## src/rtl/lc3_pkg.sv

```systemverilog
// Shared LC-3 definitions: memory-sequencer states, default bus widths and
// the wait-counter width helper.
package lc3_pkg;
    localparam int LC3_ADDR_W = 16;
    localparam int LC3_DATA_W = 16;

    typedef enum logic [1:0] {
        ST_IDLE = 2'd0,
        ST_REQ  = 2'd1,
        ST_DONE = 2'd2,
        ST_ERR  = 2'd3
    } seq_state_e;

    // clog2(timeout+1), never narrower than one bit
    function automatic int cnt_width(input int timeout);
        int w;
        w = $clog2(timeout + 1);
        return (w < 1) ? 1 : w;
    endfunction
endpackage

```

## src/rtl/lc3_mem_sequencer_if.sv

```systemverilog
// Request/ready bus between the LC-3 memory sequencer and external memory.
interface lc3_mem_sequencer_if
    import lc3_pkg::*;
#(
    parameter int ADDR_W = LC3_ADDR_W,
    parameter int DATA_W = LC3_DATA_W
);
    logic              mem_req;
    logic              mem_we;
    logic [ADDR_W-1:0] mem_addr;
    logic [DATA_W-1:0] mem_wdata;
    logic [DATA_W-1:0] mem_rdata;
    logic              mem_ready;

    modport master (
        output mem_req, mem_we, mem_addr, mem_wdata,
        input  mem_rdata, mem_ready
    );

    modport slave (
        input  mem_req, mem_we, mem_addr, mem_wdata,
        output mem_rdata, mem_ready
    );
endinterface

```

## src/rtl/lc3_wait_timer.sv

```systemverilog
// Saturating wait counter; o_hit flags the last permitted REQ cycle.
module lc3_wait_timer
    import lc3_pkg::*;
#(
    parameter int TIMEOUT = 255
) (
    input  logic clk,
    input  logic reset,
    input  logic i_clr,
    input  logic i_en,
    output logic o_hit
);
    localparam int CW = cnt_width(TIMEOUT);
    localparam logic [CW-1:0] CNT_MAX = '1;

    logic [CW-1:0] r_cnt;

    always_ff @(posedge clk) begin
        if (reset)
            r_cnt <= '0;
        else if (i_clr)
            r_cnt <= '0;
        else if (i_en && r_cnt != CNT_MAX)
            r_cnt <= r_cnt + 1'b1;
    end

    // TIMEOUT of zero means wait forever
    generate
        if (TIMEOUT == 0) begin : g_off
            assign o_hit = 1'b0;
        end else begin : g_on
            assign o_hit = (r_cnt == CW'(TIMEOUT - 1));
        end
    endgenerate
endmodule

```

## src/rtl/lc3_mem_sequencer.sv

```systemverilog
// LC-3 MAR/MDR owner: turns datapath load/memory strobes into a req/ready
// transaction and stalls the control FSM until memory completes or times out.
module lc3_mem_sequencer
    import lc3_pkg::*;
#(
    parameter int                ADDR_W   = LC3_ADDR_W,
    parameter int                DATA_W   = LC3_DATA_W,
    parameter int                TIMEOUT  = 255,
    parameter logic [DATA_W-1:0] ERR_DATA = '0
) (
    input  logic                 clk,
    input  logic                 reset,
    input  logic                 ldMAR,
    input  logic                 ldMDR,
    input  logic                 selMDR,
    input  logic                 memWE,
    input  logic [DATA_W-1:0]    bus_in,
    input  logic                 err_clr,
    output logic [ADDR_W-1:0]    mar_out,
    output logic [DATA_W-1:0]    mdr_out,
    output logic                 stall,
    output logic                 err_sticky,
    lc3_mem_sequencer_if.master  mem
);
    seq_state_e        r_state;
    logic [ADDR_W-1:0] r_mar;
    logic [DATA_W-1:0] r_mdr;
    logic              r_req;
    logic              r_we;
    logic              r_err;

    logic w_wr;
    logic w_start;
    logic w_hit;

    // a write beats a simultaneous read
    assign w_wr    = memWE;
    assign w_start = (ldMDR & selMDR) | memWE;

    assign stall = (r_state == ST_REQ) || (r_state == ST_IDLE && w_start);

    lc3_wait_timer #(
        .TIMEOUT (TIMEOUT)
    ) u_timer (
        .clk   (clk),
        .reset (reset),
        .i_clr (r_state != ST_REQ),
        .i_en  (r_state == ST_REQ),
        .o_hit (w_hit)
    );

    always_ff @(posedge clk) begin
        if (reset) begin
            r_state <= ST_IDLE;
            r_mar   <= '0;
            r_mdr   <= '0;
            r_req   <= 1'b0;
            r_we    <= 1'b0;
            r_err   <= 1'b0;
        end else begin
            if (err_clr)
                r_err <= 1'b0;
            case (r_state)
                ST_IDLE: begin
                    if (ldMAR)
                        r_mar <= bus_in[ADDR_W-1:0];
                    if (ldMDR && !selMDR)
                        r_mdr <= bus_in;
                    if (w_start) begin
                        r_state <= ST_REQ;
                        r_req   <= 1'b1;
                        r_we    <= w_wr;
                    end
                end
                ST_REQ: begin
                    if (mem.mem_ready) begin
                        if (!r_we)
                            r_mdr <= mem.mem_rdata;
                        r_state <= ST_DONE;
                        r_req   <= 1'b0;
                    end else if (w_hit) begin
                        if (!r_we)
                            r_mdr <= ERR_DATA;
                        r_state <= ST_ERR;
                        r_req   <= 1'b0;
                        r_err   <= 1'b1;
                    end
                end
                ST_DONE: r_state <= ST_IDLE;
                ST_ERR:  r_state <= ST_IDLE;
                default: r_state <= ST_IDLE;
            endcase
        end
    end

    assign mar_out       = r_mar;
    assign mdr_out       = r_mdr;
    assign err_sticky    = r_err;
    assign mem.mem_req   = r_req;
    assign mem.mem_we    = r_we;
    assign mem.mem_addr  = r_mar;
    assign mem.mem_wdata = r_mdr;
endmodule
```

## src/flat_wrapper.sv

```systemverilog
// flat-port wrapper written by rule: the top's interface ports become plain ports
module lc3_mem_sequencer_flat import lc3_pkg::*;
#(
    parameter int                ADDR_W   = LC3_ADDR_W,
    parameter int                DATA_W   = LC3_DATA_W,
    parameter int                TIMEOUT  = 255,
    parameter logic [DATA_W-1:0] ERR_DATA = '0
)
  (clk, reset, ldMAR, ldMDR, selMDR, memWE, bus_in, err_clr, mar_out, mdr_out, stall, err_sticky, mem_mem_req, mem_mem_we, mem_mem_addr, mem_mem_wdata, mem_mem_rdata, mem_mem_ready);
  lc3_mem_sequencer_if #(.ADDR_W(ADDR_W), .DATA_W(DATA_W)) mem_i ();
  input  logic clk;
  input  logic reset;
  input  logic ldMAR;
  input  logic ldMDR;
  input  logic selMDR;
  input  logic memWE;
  input  logic [DATA_W-1:0] bus_in;
  input  logic err_clr;
  output logic [ADDR_W-1:0] mar_out;
  output logic [DATA_W-1:0] mdr_out;
  output logic stall;
  output logic err_sticky;
  output wire logic [$bits(mem_i.mem_req)-1:0] mem_mem_req;
  output wire logic [$bits(mem_i.mem_we)-1:0] mem_mem_we;
  output wire logic [$bits(mem_i.mem_addr)-1:0] mem_mem_addr;
  output wire logic [$bits(mem_i.mem_wdata)-1:0] mem_mem_wdata;
  input wire logic [$bits(mem_i.mem_rdata)-1:0] mem_mem_rdata;
  input wire logic [$bits(mem_i.mem_ready)-1:0] mem_mem_ready;
  assign mem_mem_req = mem_i.mem_req;
  assign mem_mem_we = mem_i.mem_we;
  assign mem_mem_addr = mem_i.mem_addr;
  assign mem_mem_wdata = mem_i.mem_wdata;
  assign mem_i.mem_rdata = mem_mem_rdata;
  assign mem_i.mem_ready = mem_mem_ready;
  lc3_mem_sequencer #(.ADDR_W(ADDR_W), .DATA_W(DATA_W), .TIMEOUT(TIMEOUT), .ERR_DATA(ERR_DATA)) u_core (.clk(clk), .reset(reset), .ldMAR(ldMAR), .ldMDR(ldMDR), .selMDR(selMDR), .memWE(memWE), .bus_in(bus_in), .err_clr(err_clr), .mar_out(mar_out), .mdr_out(mdr_out), .stall(stall), .err_sticky(err_sticky), .mem(mem_i));
endmodule
```

## config.mk

```make
export PLATFORM = sky130hd
export DESIGN_NAME = lc3_mem_sequencer_flat
export DESIGN_NICKNAME = d
export VERILOG_FILES = /design/src/rtl/lc3_pkg.sv /design/src/rtl/lc3_mem_sequencer_if.sv /design/src/rtl/lc3_wait_timer.sv /design/src/rtl/lc3_mem_sequencer.sv /design/src/flat_wrapper.sv
export SDC_FILE = /design/constraint.sdc
export NUM_CORES = 1
export LEC_CHECK = 0
export ABC_AREA = 1
export BUFFER_PORTS_ARGS = -buffer_cell sky130_fd_sc_hd__buf_2
export CORE_ASPECT_RATIO = 1.5
export CORE_UTILIZATION = 44
export CTS_BUF_LIST = sky130_fd_sc_hd__clkbuf_8
export DETAILED_ROUTE_END_ITERATION = 6
export PLACE_DENSITY = 0.78
export SKIP_CTS_REPAIR_TIMING = 1
export SLEW_MARGIN = 20
export SYNTH_ARGS = -nofsm -noshare
export SYNTH_HDL_FRONTEND = slang
export SYNTH_SLANG_ARGS = --single-unit
```

## constraint.sdc

```tcl
create_clock -name clk -period 1.2 [get_ports clk]
set_clock_uncertainty 0.05 [all_clocks]
set_input_delay 0.24 -clock clk [delete_from_list [all_inputs] [get_ports clk]]
set_output_delay 0.24 -clock clk [all_outputs]
set_load 0.05 [all_outputs]
```

# After elaboration in Yosys (flattened, before gate mapping)
# Cells that the tools add are included.
[classes]
addsub = 1
eq_ne = 10
n_mux = 18
bitwise = 2
reduce_logical = 14
[op_table]
columns = ["cell", "count"]
rows = [
  ["$mux W16", 5],
  ["$pmux W16 S2", 1],
  ["$add A8 B1 Y8 const B", 1],
  ["$eq A8 B8 Y1 const B", 1],
  ["$ne A8 B8 Y1 const B", 1],
  ["$mux W1", 7],
  ["$mux W2", 3],
  ["$pmux W2 S3", 1],
  ["$reduce_and A2 Y1", 3],
  ["$eq A2 B2 Y1 const B", 2],
  ["$ne A2 B1 Y1 const B", 2],
  ["$ne A2 B2 Y1 const B", 2],
  ["$reduce_and A4 Y1", 1],
  ["$reduce_or A2 Y1", 2],
  ["$logic_and A1 B1 Y1", 3],
  ["$ne A3 B2 Y1 const B", 1],
  ["$reduce_and A3 Y1", 1],
  ["$eq A2 B1 Y1 const B", 1],
  ["$logic_not A2 Y1", 1],
  ["$pmux W1 S2", 1],
  ["$reduce_bool A2 Y1", 1],
  ["$and A1 B1 Y1", 1],
  ["$logic_not A1 Y1", 1],
  ["$logic_or A1 B1 Y1", 1],
  ["$or A1 B1 Y1", 1],
]
[word_totals]
reg_bits = 45
out_inout_bits = 68
word_cells = 52

# Depth between registers and ports, before layout
# Gate-level depths: netlist (run 1).
[logic_depth]
word_depth = 4
mapped_depth = 10
mapped_depth_nobuf = 9

# Modules after synthesis
# From an unflattened synthesis (run 1), not the netlist that was laid out.
[hier_totals]
hier_cells = 341
hier_area_um2 = 2396.0
[by_module_without_submodules]
columns = ["mod", "n_inst", "cells_per_inst", "area_each_um2", "seq_area_each_um2"]
rows = [
  ["lc3_mem_sequencer", 1, 274, 1938.1, 740.7],
  ["lc3_wait_timer", 1, 67, 457.9, 160.2],
]

# Worst setup path before layout (run 1)
# OpenSTA, ideal clock, no wires.
[synth_path]
path_type = "register to register"
start = "register u_core.u_timer.r_cnt[0]"
end = "register u_core.r_mdr[10], in the netlist u_core.mdr_out[10]"
setup_time_ns = 0.117
arrival_ns = 1.175
slack_ns = -0.142
path_stages_with_launch = 10
path_buffers = 1
synth_period_minus_slack_ns = 1.342
path_cell_list = "dfxtp_1 inv_1 ha_1 inv_1 nor2_2 nand2_1 nand2_4 buf_6 a21oi_1 nor2_1"
[synth_via]
elab_chain_len = 3
[synth_lines]
columns = ["element", "line_no", "text"]
rows = [
  ["from (decl)", "lc3_wait_timer.sv:16", "logic [CW-1:0] r_cnt;"],
  ["from (signal assigned)", "lc3_wait_timer.sv:24", "r_cnt <= r_cnt + 1'b1;"],
  ["$eq A8 B8 Y1", "lc3_wait_timer.sv:32", "assign o_hit = (r_cnt == CW'(TIMEOUT - 1));"],
  ["$ne A3 B2 Y1 (no source line)", "n/a", ""],
  ["$reduce_and A4 Y1 (no source line)", "n/a", ""],
  ["to (signal assigned)", "lc3_mem_sequencer.sv:68", "r_mdr <= bus_in;"],
  ["to (signal assigned)", "lc3_mem_sequencer.sv:78", "r_mdr <= mem.mem_rdata;"],
  ["to (decl)", "lc3_mem_sequencer.sv:27", "logic [DATA_W-1:0] r_mdr;"],
]
# Every way passes these cells.
# A chain may end at the register's enable or synchronous reset.

# Worst setup path after layout (run 1)
[layout_path]
start = "register u_core.r_state[1]"
end = "output stall"
[layout_via]
elab_chain_len = 3
word_cells_on_any_way = 4
classes_between = "1 x eq/ne; 3 x reduce/logical"
[layout_lines]
columns = ["element", "line_no", "text"]
rows = [
  ["from (decl)", "lc3_mem_sequencer.sv:25", "seq_state_e r_state;"],
  ["from (signal assigned)", "lc3_mem_sequencer.sv:54", "r_state <= ST_IDLE;"],
  ["from (signal assigned)", "lc3_mem_sequencer.sv:70", "r_state <= ST_REQ;"],
  ["from (signal assigned)", "lc3_mem_sequencer.sv:79", "r_state <= ST_DONE;"],
  ["$logic_not A2 Y1", "lc3_mem_sequencer.sv:40", "assign stall = (r_state == ST_REQ) || (r_state == ST_IDLE && w_start);"],
  ["$logic_and A1 B1 Y1", "lc3_mem_sequencer.sv:40", ""],
  ["$logic_or A1 B1 Y1 (*)", "lc3_mem_sequencer.sv:40", ""],
  ["to (decl)", "flat_wrapper.sv:21", "output logic stall;"],
]
# Every way passes the cells marked *; elsewhere a longest branch is shown, timed or not.

==> results of run 1 <==
[power groups by stage]
stage	Combinational [mW]	Sequential (mW)	Clock, mW
final	2.42	1.82	1.16
after global routing	2.55	1.84	1.25
after CTS	2.08	1.80	1.18
after detailed placement	2.07	1.83	0
after global placement	2.05	1.82	0
after floorplan	1.26	2.29	0
[cells in the final DEF (no fill, tap or decap), types with 2 or more instances in the layout]
cell type,netlist,final
clkbuf_4,0,42
a21oi_2,1,20
nand2_4,1,3
buf_4,33,39
a21oi_1,26,7
clkbuf_16,0,2
o21ai_0,22,7
dfxtp_2,0,32
nor2_1,54,51
nand2_8,0,2
ha_4,0,2
inv_1,14,9
nand3_1,20,5
clkinvlp_4,0,2
dfxtp_4,0,4
nand2_1,76,66
o21ai_2,1,3
clkbuf_8,0,6
nand3_2,0,15
buf_8,0,2
dfxtp_1,45,9
o21ai_1,13,25
buf_2,5,41
buf_6,6,13
nand2_2,5,11
nor2_2,3,3
nor2_4,3,6
xor2_1,2,2
buf_12,0,6
inv_2,2,5
[flip-flops by register name, indices dropped and copies added, names as in the netlist]
register	count
u_core.mar_out	16
u_core.mdr_out	16
u_core.u_timer.r_cnt	8
u_core.r_state	2
u_core.err_sticky	1
u_core.mem.mem_req	1
u_core.mem.mem_we	1
[routing by layer]
layer  global-route usage  up-vias
li1                     -     1274
met1                0.224     1241
met2                0.459       92
met3               0.0283       23
met4               0.0872        0
met5                    0        -
[final timing paths]
kind,start,to,cells after the start
worst max-delay path,u_core.r_state[1],stall,5
worst min-delay path,reset,u_core.r_state[0],2
worst max register to register,u_core.u_timer.r_cnt[0],u_core.mdr_out[2],10
worst min register to register,u_core.mem.mem_req,u_core.mem.mem_req,2
[cell families after synthesis]
logic type                 count (synthesis)  synth area share
and+or+nand+nor                          165             0.295
AOI/OAI and AO/OA                         63             0.134
adders and majority gates                  2            0.0104
DFF                                       45             0.375
buffers and inverters                     65             0.174
xor gates and xnor gates                   3            0.0109
[area by class of cell]
type,count,area [µm²],share of cell area
Multi-Input combinational cell,233,1360,0.362
Timing Repair Buffer,145,1160,0.309
Sequential cell,45,956,0.254
Tap cell,68,85.1,0.0226
Clock buffer,6,82.6,0.0220
Inverter,17,75.1,0.0200
Clock inverter,2,33.8,0.00899
Timing Repair inverter,1,7.51,0.00200
[metrics by stage]
stage | setup slack [ps] | utilization
2_1_floorplan | -86.1 | -
3_3_place_gp | -144 | 0.600
3_5_place_dp | -175 | 0.600
4_1_cts | -385 | 0.623
5_1_grt | -271 | 0.722
6_report | -216 | 0.722
==> impl_results.md, run 1 <==
* P_leak at ~1.7 nW
* Share of the synthesized area in the top cell type at 0.375
* CP cell instances: inv_2 > nand2_4 > buf_6 > nand2_2 > buf_8
* Pin count of the biggest net entering global routing at 33
* Kind of critical path: reg2out
* Bufs on Longest Clock Path at 2
* Power Total at 5.40 mW
* WP data required at 910 ps
* Fin crit share at 1.18
* Count of pins over their slew limit at 0
* Vias at around 2600
* P_int at about 3.2 mW
* DRT Pass-1 Iters at 4
* Slew margin rel. at 0.827
* #FFs+latches synth at between 40 and 50
* Switching share of power at 0.415
* P per Cell Area at 1440 nW/µm²
* Setup ws final at -216 ps
* Placer's final routability congestion estimate at roughly 0.9
* Async S/R FF share, synth at 0
* Ranking of synthesized cells by area: dfxtp_1, nand2_1, buf_4, nor2_1, a21oi_1
* Root Driver: clkbuf_8
* Number of maximum-capacitance violations at 0
* Vias in the first global route at 2379
* First-pass GRT wire length at around 10000 µm
* Crit start category: flop
* Number of flops mapped to enable cells by yosys at 0
* Cell Area, Placed at between 3000 and 4000 µm²
* Status: finished with violations
* Ys Warns at 0
* Max Freq at 706 MHz
* Cell with the most instances after synthesis: nand2_1
* Clock transition at the registers of the reported paths at approximately 80 ps
* CTS tree: done
* Post-DP HPWL at 4880 µm
* Routed WL at approximately 7200 µm
* Number of I/O port buffers at 107
* Clock power share at 0.216
* RSZ-0062 raised after global routing: true
* Final ANT Viol Nets at 0
* Post-route non-filler standard cell count at just over 500
* Sequential share of power at 0.337
* Worst Path Max Fanout at 3
* Max Used Layer: met4
* Num Clock Sinks at 45
* Share of cells above drive strength 1 at 0.588
* Met3 Wirelength at ~330 µm
* P_sw at 2.24 mW
* Starting Density at 0.462
* Syn Nets at 385
* CORE AREA at roughly 5200 µm²
* Clk_lat worst skew at 290 ps
* Worst VDD drop at approximately 0.70 mV
* Worst Setup End Kind: output pin
* GRT Total Usage at 0.225
* Die Y-Extent at approximately 90 µm
* Sequential area share after synthesis at 0.375
* Reg-to-reg setup timing slack at -200 ps
* 1st-iter DRT viols at 160
* Cells after DPL at around 500
* Final instance area at 3760 µm²
* Slowest stage delay, CP at 370 ps
* Fin Hold WS at between 100 and 150 ps
* Final hold vios at 0
* # IOs at roughly 110
* Rows at 32
* H-tree depth at 2
* Met2 WL at 4160 µm
* Filler cells at 402
* Post-route setup TNS at -4210 ps
* Met1 Wirelength at roughly 2500 µm
* Unique masters post-synth at 27
* Synth-to-Final Area Change at 56.4%
* Antenna diode count at 0
* Final setup violation count at 39
* Antenna violations before repair at 0
* Area leader, netlist: dfxtp_1
* Critical path buffers and inverters at 3
* Cells after Synth at between 300 and 400
* DR DRC count at 0
* Netlist Area Pre-Place at 2400 µm²
* NumNets Final at just under 500
* Die area at 5770 µm²
* Avg Inst Size Synth at ~7.0 µm²
* Routed vias/inst at a little over 5
* Top cells by count, synth: nand2_1, nor2_1, dfxtp_1, buf_4, a21oi_1
* Comb pwr share at 0.448
* Critical path arrival at 1130 ps
* Die width at between 60 and 70 µm
* Final global-route overflow total at 0
* Failing checks: setup timing
* Worst slew pin tran at around 260 ps
* Final min period at between 1000 and 1500 ps
* Hold Crit Class: in2reg
* CTS buffer count at 5
* Most used DFF post-synth: dfxtp_1
* Crit path max-delay family: flip-flops
* Drt wl/cell at around 14 µm
* Critical path's slowest cell: dfxtp_4
Note: power is estimated with default switching activity, not from simulation.
==> run 2, diff against run 1 <==
- CELL_PAD_IN_SITES_DETAIL_PLACEMENT: default -> 0
- CELL_PAD_IN_SITES_GLOBAL_PLACEMENT: default -> 1
- CORE_ASPECT_RATIO: 1.5 -> 1.4
- CORE_UTILIZATION: 44 -> 30
- GPL_ROUTABILITY_DRIVEN: default -> 0
- PLACE_DENSITY: 0.78 -> default
- PLACE_DENSITY_LB_ADDON: default -> 0.1
==> run 2 against run 1 <==
Net effect: the flow still finishes with violations (setup timing); first-iteration DRC count decreased by 48%; flip-flop and latch count unchanged; final area increased by 18%; wire length increased by 7.6%; worst setup slack got worse by 45 ps; clock-buffer cell count unchanged; via count decreased by 1.5%; non-clock buffer count increased by 15; sequential share of layout area decreased by 3.5 points; critical endpoint unchanged; largest power group unchanged; highest routed layer unchanged.
==> impl_results.md, run 2 (same netlist as run 1, synthesis figures left out) <==
* Fin Hold WS at roughly 130 ps
* Most frequent cells in the layout: buf_4, nand2_1, buf_6
* Die area at between 8000 and 9000 µm²
* Final ANT Viol Nets at 0
* GRT Total Usage at 0.169
* Bufs on Longest Clock Path at 2
* RSZ-0062 raised after global routing: true
* Pin count of the biggest net entering global routing at 33
* Failing checks: setup timing
* Filler cells at roughly 730
* Post-route non-filler standard cell count at around 560
* Slew margin rel. at 0.833
* Reg area at around 970 µm²
* Max Freq at 685 MHz
* Worst slew pin tran at between 200 and 250 ps
* Final hold vios at 0
* Cells on worst reg2reg path at 10
* Clock transition at the registers of the reported paths at approximately 90 ps
* Starting Density at 0.310
* DR DRC count at 0
* Worst Setup End Kind: output pin
* P per Cell Area at between 1000 and 1500 nW/µm²
* Share of cells above drive strength 1 at 0.719
* Clk_lat worst skew at 300 ps
* Routed WL at 7780 µm
* # IOs at roughly 110
* H-tree depth at 2
* P_int at around 3.4 mW
* Clock power share at 0.209
* Power Total at approximately 6 mW
* Die Y-Extent at approximately 110 µm
* Final setup violation count at 43
* Drt wl/cell at around 14 µm
* Kind of critical path: reg2out
* Rows at 38
* Synth-to-Final Area Change at 84.3%
* Final min period at 1460 ps
* Switching share of power at 0.416
* Post-route setup TNS at -4590 ps
* Vias at between 2000 and 3000
* Post-DP HPWL at about 5400 µm
* Pre-CTS setup slack at -179 ps
* WP data required at ~910 ps
* CTS buffer count at 5
* Antenna diode count at 0
* Number of I/O port buffers at 107
* Cells after DPL at approximately 540
* Area of the multi-input gates at approximately 1600 µm²
* Setup ws final at -260 ps
* Sequential share of power at 0.315
* Reg-to-reg setup timing slack at -210 ps
* CTS tree: done
* Comb pwr share at 0.476
* Status: finished with violations
* CORE AREA at 7750 µm²
* First-pass GRT wire length at around 11000 µm
* Fin crit share at 1.22
* Vias in the first global route at roughly 2300
* NumNets Final at between 500 and 600
* Number of maximum-capacitance violations at 0
* Num Clock Sinks at between 40 and 50
* 1st-iter DRT viols at 83
* Root Driver: clkbuf_8
* P_sw at 2.45 mW
* DRT Pass-1 Iters at 4
* Routed vias/inst at 4.60
* Hold Path Cell Cnt at 3
* Crit start category: flop
* Count of pins over their slew limit at 0
* P_leak at just under 2 nW
* Commonest non-fill, non-tap cell in the layout: buf_4
* Hold Crit Class: in2reg
* Worst Path Max Fanout at 3
* Worst VDD drop at around 0.57 mV
* Die width at around 78 µm
* Antenna violations before repair at 0
* Final global-route overflow total at 0
* Critical path arrival at between 1000 and 1500 ps
-- run 2: changes by cell type in the layout (fill, tap and decap cells not counted), moves of 9 or more --
cell      delta
clkbuf_4    -39
nand2_2      +9
buf_4       +17
o21ai_2     +19
nand2_1     -12
buf_6       +33
o21ai_1     -15
-- run 2: critical path, cell delays in order (launching register included) --
cell and delay (ps):
dfxtp_4 380, nor2_4 120, buf_6 110, o21ai_4 50
nand2_2 70, buf_8 140
-- run 2: final timing paths --
path / startpoint / to
setup reg to reg: u_core.u_timer.r_cnt[0] / u_core.mdr_out[3]
hold reg to reg: u_core.mem.mem_req / u_core.mem.mem_req
hold / removal: bus_in[5] / u_core.mar_out[5]
setup / recovery: u_core.r_state[1] / stall
-- run 2: through the flow --
stage           util  area (µm²)
3_3_place_gp   0.422        3270
3_5_place_dp   0.422        3270
5_1_grt        0.572        4430
4_1_cts        0.438        3390
2_1_floorplan      -        2600
6_report       0.572        4430
-- run 2: power groups by stage --
stage | sequential [mW] | clock, mW | combinational, mW
final | 1.85 | 1.23 | 2.80
after global routing | 1.88 | 1.35 | 2.96
after CTS | 1.79 | 1.27 | 2.18
after detailed placement | 1.83 | 0 | 2.17
after global placement | 1.82 | 0 | 2.16
after floorplan | 2.29 | 0 | 1.26
-- run 2: cell type report --
class                           instances  share of cell area
Clock buffer                            6              0.0186
Sequential cell                        45               0.219
Inverter                               17              0.0189
Clock inverter                          2             0.00847
Timing Repair Buffer                  160               0.338
Tap cell                              100              0.0282
Multi-Input combinational cell        233               0.368
-- run 2: routing by layer --
layer  GRT usage  share of wire
met5           0              0
met4      0.0620          0.015
met3      0.0381          0.037
met2       0.338           0.59
met1       0.166           0.36
